--- src/rtl/timer_counter.sv ---
// timer_counter
//   Memory-mapped down-counting timer. The processor programs CTRL and
//   PRESET through bridge word writes. Once enabled, the counter loads
//   PRESET, decrements once per clock and raises an interrupt flag on
//   expiry. Mode 0 is one-shot: En self-clears and the flag is sticky until
//   the next CTRL write. Any non-zero mode is auto-reload: the flag pulses
//   for one cycle and the count reloads while En stays set.
//
//   Register map (addr[3:2]):
//     0 CTRL   RW  [0] En, [2:1] Mode, [3] IM; upper bits read 0
//     1 PRESET RW  reload value, used at the next LOAD
//     2 COUNT  RO  current count; writes ignored
//     3 --         reads 0; writes ignored
//
// Ports
//   clk    in   1   system clock, all state updates on the rising edge
//   rst_n  in   1   asynchronous active-low reset
//   addr   in  30   word address (byte address [31:2]); only [3:2] decoded
//   we     in   1   write strobe, asserted only inside this timer's window
//   wdata  in  32   write data
//   rdata  out 32   combinational read data for addr[3:2]
//   irq    out  1   interrupt request = IM & irq_flag

module timer_counter #(
   parameter logic [31:0] BASE_ADDR = 32'h0000_7F00
) (
   input  logic        clk,
   input  logic        rst_n,
   input  logic [31:2] addr,
   input  logic        we,
   input  logic [31:0] wdata,
   output logic [31:0] rdata,
   output logic        irq
);

   typedef enum logic [1:0] {
      IDLE = 2'd0,
      LOAD = 2'd1,
      CNT  = 2'd2,
      INT  = 2'd3
   } state_t;

   localparam logic [1:0] REG_CTRL   = 2'd0;
   localparam logic [1:0] REG_PRESET = 2'd1;
   localparam logic [1:0] REG_COUNT  = 2'd2;

   state_t      state, state_nxt;
   logic        en, en_nxt;
   logic [1:0]  mode, mode_nxt;
   logic        im, im_nxt;
   logic [31:0] preset, preset_nxt;
   logic [31:0] count, count_nxt;
   logic        irq_flag, irq_flag_nxt;

   logic        ctrl_wr;
   logic        preset_wr;

   // The bridge already qualifies the window, so the upper address bits and
   // the base address are intentionally not decoded here.
   logic        unused_bits;
   assign unused_bits = ^{addr[31:4], BASE_ADDR};

   assign ctrl_wr   = we && (addr[3:2] == REG_CTRL);
   assign preset_wr = we && (addr[3:2] == REG_PRESET);

   // Next-state and datapath. The FSM proposes updates first; CPU writes are
   // applied afterwards so a CTRL write wins over the FSM clearing En in INT,
   // and any CTRL write clears irq_flag even on the edge that would set it.
   always_comb begin
      // NOTE: every signal gets a default before the case so no path leaves
      // it unassigned; a missing default here would infer a latch.
      state_nxt    = state;
      en_nxt       = en;
      mode_nxt     = mode;
      im_nxt       = im;
      preset_nxt   = preset;
      count_nxt    = count;
      irq_flag_nxt = irq_flag;

      unique case (state)
         IDLE: begin
            if (en) state_nxt = LOAD;
         end
         LOAD: begin
            count_nxt = preset;
            state_nxt = CNT;
         end
         CNT: begin
            if (!en) begin
               state_nxt = IDLE;
            end else if (count > 32'd1) begin
               count_nxt = count - 32'd1;
            end else begin
               // PRESET of 0 or 1 both land here: clamp at 0, never wrap.
               count_nxt    = '0;
               irq_flag_nxt = 1'b1;
               state_nxt    = INT;
            end
         end
         INT: begin
            if (mode == 2'b00) en_nxt = 1'b0;
            else               irq_flag_nxt = 1'b0;
            state_nxt = IDLE;
         end
         default: state_nxt = IDLE;
      endcase

      if (ctrl_wr) begin
         en_nxt       = wdata[0];
         mode_nxt     = wdata[2:1];
         im_nxt       = wdata[3];
         irq_flag_nxt = 1'b0;
      end
      if (preset_wr) preset_nxt = wdata;
   end

   always_ff @(posedge clk or negedge rst_n) begin
      if (!rst_n) begin
         state    <= IDLE;
         en       <= 1'b0;
         mode     <= 2'b00;
         im       <= 1'b0;
         preset   <= '0;
         count    <= '0;
         irq_flag <= 1'b0;
      end else begin
         // NOTE: non-blocking assignments so every register samples the
         // pre-edge values computed above, independent of statement order.
         state    <= state_nxt;
         en       <= en_nxt;
         mode     <= mode_nxt;
         im       <= im_nxt;
         preset   <= preset_nxt;
         count    <= count_nxt;
         irq_flag <= irq_flag_nxt;
      end
   end

   always_comb begin
      rdata = '0;
      unique case (addr[3:2])
         REG_CTRL:   rdata = {28'b0, im, mode, en};
         REG_PRESET: rdata = preset;
         REG_COUNT:  rdata = count;
         default:    rdata = '0;
      endcase
   end

   assign irq = im & irq_flag;

endmodule

--- config.mk ---
export PLATFORM = sky130hd
export DESIGN_NAME = timer_counter
export DESIGN_NICKNAME = d
export VERILOG_FILES = /design/src/rtl/timer_counter.sv
export SDC_FILE = /design/constraint.sdc
export NUM_CORES = 1
export LEC_CHECK = 0
export CAP_MARGIN = 20
export CORE_MARGIN = 10
export CORE_UTILIZATION = 55
export CTS_CLUSTER_SIZE = 24
export DETAILED_ROUTE_END_ITERATION = 8
export DONT_BUFFER_PORTS = 1
export PLACE_DENSITY = 0.7
export REMOVE_ABC_BUFFERS = 1
export SLEW_MARGIN = 5
export SYNTH_ARGS = -nofsm -noshare
export SYNTH_HDL_FRONTEND = slang
export SYNTH_SLANG_ARGS = --single-unit
--- constraint.sdc ---
create_clock -name clk -period 4.2 [get_ports clk]
set_input_delay 0.42 -clock clk [delete_from_list [all_inputs] [get_ports clk]]
set_output_delay 0.42 -clock clk [all_outputs]
set_load 0.005 [all_outputs]
==> results.cfg <==
[floorplan]
dieArea_um2 = 11060
core_rows = 30
num_io_pins = 98
die_height_um = 105.2
core_um2 = 6907
die_w_um = 105.2
initial_utilization = 0.5775

[place]
last_weighted_congestion_value_of_the_routability_driven_placer = 0.8555
dp.cells = 472
dp.final_hpwl_um = 6801
pre_cts_ws_ns = 1.321
numPortBuffers = 0
detailed_place.area_um2 = 4046

[route]
detail_route.iter0.violations = 156
vias = 3263
antenna_violating_nets_post_route = 0
detail_route.wl_per_cell_um = 21.06
drtPass1Iterations = 5
routed_wirelength_um = 10300
drt-vias-per-instance = 6.673
post-route-drc-count = 0

[worst_setup_path]
critical_path_required_ns = 4.43
critPathMaxFanout = 22
worst_r2r_path_depth = 5
critPathCaptureType = flip-flop
path_cells = or4_1 -> or4_1 -> o31a_1 -> a21o_1 -> a221o_1
rr_startpoint = count[25]
crit_top_cell = sky130_fd_sc_hd__or4_1
timing.rr.end = count[12]
critical_path_arrival_ns = 3.16
critical_path.max_stage_delay_ns = 0.64
startpoint_type = flip-flop
criticalPathCategory = flip-flop to flip-flop
source_of_the_critical_timing_path = count[25]
critPathSlowestCell = sky130_fd_sc_hd__or4_1
r2r_setup_slack_ns = 1.27
worst_setup_path_endpoint = count[12]

[job]
count_of_maximum_capacitance_violations = 0

[worst_hold_path]
worstHoldPathCells = 1
min-delay-path-class = primary input to flip-flop

[synthesis]
synth_enable_flop_cells = 0
synth_cells = 397
synthTopCellsByArea = sky130_fd_sc_hd__dfrtp_1 45%, sky130_fd_sc_hd__mux2_2 9.9%, sky130_fd_sc_hd__a22o_1 6.8%
synth_warnings = 0
netlist.area_leader.share = 0.4454
synth_top_flop_cell = sky130_fd_sc_hd__dfrtp_1
yosysUniqueCellTypes = 46
postSynth.asyncResetShare = 1.000
ys_seq_elements = 71
cell_type_with_the_largest_total_area_after_synthesis = sky130_fd_sc_hd__dfrtp_1
avgSynthCellArea_um2 = 10.05
seq_area_frac_synth = 0.4454
synthesized_area_um2 = 3989

[timing]
finalWorstSetupSlack_ns = 1.269
setup-tns-final_ns = 0
max_freq_mhz = 341.2
rsz0062_at_grt = false
timing.final.crit_share = 0.6978
final_hold_violations = 0
period_minus_slack_ns = 2.931
setup_violations = 0
worst_case_headroom_to_the_max_slew_limit = 0.3819
worst_pin_slew_ns = 0.9272
final-max-slew-violation-count = 0
worst_clock_skew_ns = 0.006804

[run_status]
run_status = complete, no violations

[clock_tree]
clk_pin_slew_worst_paths_ns = 0.07
worstSkewPairLatency_ns = 0.35
cts_root_buf = sky130_fd_sc_hd__clkbuf_8
cts-htree-levels = 3
cts_resized = 0
clock_tree.buffer_depth = 2
numCtsBuffers = 9
tritoncts_num_sinks = 71
tritoncts = built

[power_and_ir_drop]
power-per-cell-area_nw_per_um2 = 653.5
power.leakage_nw = 1.734
largest_vdd_supply_drop_mv = 0.3665

[global_route]
grt_first_pass_wirelength_um = 17110
grt_antenna_before_repair = 0
grt_pass1_vias = 3311
grt_start_max_net_pins = 72
grt.total_usage = 0.1852
globalRouteOverflowTotal = 0

[final_layout]
num_antenna_cells = 0
post_route_cells_drive_above_1_share = 0.1756
area_delta_synth_final_pct = 7.685
nets = 456
layout_commonest_cell = sky130_fd_sc_hd__dfrtp_1
final-instance-count-excl-fill = 489
highest_count_cells_in_the_layout_ignoring_fill_and_taps = 71 x sky130_fd_sc_hd__dfrtp_1, 35 x sky130_fd_sc_hd__mux2_2, 34 x sky130_fd_sc_hd__nand2_1
postLayoutCellArea_um2 = 4295
==> worst min-delay path by stage <==
stage	slack, ns	to	from
3_3_place_gp	0.13	preset[10]	rst_n
3_5_place_dp	0.13	preset[10]	rst_n
4_1_cts	0.21	preset[29]	wdata[29]
2_1_floorplan	0.12	count[0]	rst_n
5_1_grt	0.20	preset[30]	wdata[30]
6_report	0.22	preset[29]	wdata[29]
==> flip-flops by register name (all words and copies together), names as in the netlist <==
| name | flops |
|---|---|
| en | 1 |
| mode | 2 |
| count | 32 |
| state | 2 |
| irq_flag | 1 |
| preset | 32 |
| im | 1 |
==> worst max-delay path: cells and delay by family (launching register included) <==
| kind | cells | cell delay [ns] |
|---|---|---|
| AOI/OAI and AO/OA | 3 | 1.15 |
| DFF | 1 | 0.43 |
| and+or+nand+nor | 2 | 1.23 |
==> stage by stage <==
| stage | hold WS [ns] | power, mW | util |
|---|---|---|---|
| CTS | 0.2064 | 2.811 | 0.6219 |
| global route | 0.1995 | 3.014 | 0.6219 |
| finish | 0.2153 | 2.807 | 0.6219 |
| detailed placement | 0.1276 | 2.190 | 0.5859 |
| floorplan | 0.1244 | 1.887 | - |
| global placement | 0.1275 | 2.153 | 0.5859 |
==> cells in the mapped netlist (5+ instances only) <==
cell / count
sky130_fd_sc_hd__dfrtp_1: 71
sky130_fd_sc_hd__mux2_2: 35
sky130_fd_sc_hd__nand2_1: 34
sky130_fd_sc_hd__a22o_1: 31
sky130_fd_sc_hd__o21ai_0: 23
sky130_fd_sc_hd__clkbuf_1: 19
sky130_fd_sc_hd__nor2_1: 19
sky130_fd_sc_hd__nor3_1: 16
sky130_fd_sc_hd__a21oi_1: 10
sky130_fd_sc_hd__a221o_1: 10
sky130_fd_sc_hd__inv_1: 10
sky130_fd_sc_hd__nor4_1: 10
sky130_fd_sc_hd__nand3_1: 9
sky130_fd_sc_hd__or3_1: 8
sky130_fd_sc_hd__mux2i_1: 6
sky130_fd_sc_hd__a22oi_1: 5
sky130_fd_sc_hd__and3_1: 5
sky130_fd_sc_hd__o22ai_1: 5
sky130_fd_sc_hd__o31a_1: 5
sky130_fd_sc_hd__or2_2: 5
==> cell type report <==
| cell class | instances | area (um^2) |
|---|---|---|
| clock inverter | 4 | 70.07 |
| timing repair buffer | 9 | 90.09 |
| inverter | 10 | 37.54 |
| clock buffer | 11 | 141.4 |
| tap | 96 | 120.1 |
| fill | 605 | 2611 |
| multi-input combinational | 288 | 2059 |
| sequential | 71 | 1777 |
==> power by group <==
part	switching, mW	internal, mW	leakage, nW
clock	0.247	0.346	0.109
sequential	0.274	0.910	0.860
combinational	0.597	0.433	0.766
==> timing repair <==
item                                   CTS  global route
hold buffers                             2             0
endpoints found under the hold margin   71             0
setup buffers                            0             0
==> cell families after synthesis <==
kind of cell,synth area share
AOI/OAI and AO/OA,0.2249
adders and majority gates,0.006273
buffers and inverters,0.04046
and+or+nand+nor,0.1691
muxes,0.1139
DFF,0.4454
==> metal layers <==
layer,up-vias,GRT usage,part of all wire
met5,-,0,0
met3,9,0.07187,0.097
li1,1504,-,-
met1,1600,0.2384,0.44
met2,150,0.2865,0.46
met4,0,0.04314,0.0068
Note: power is estimated with default switching activity, not from simulation.
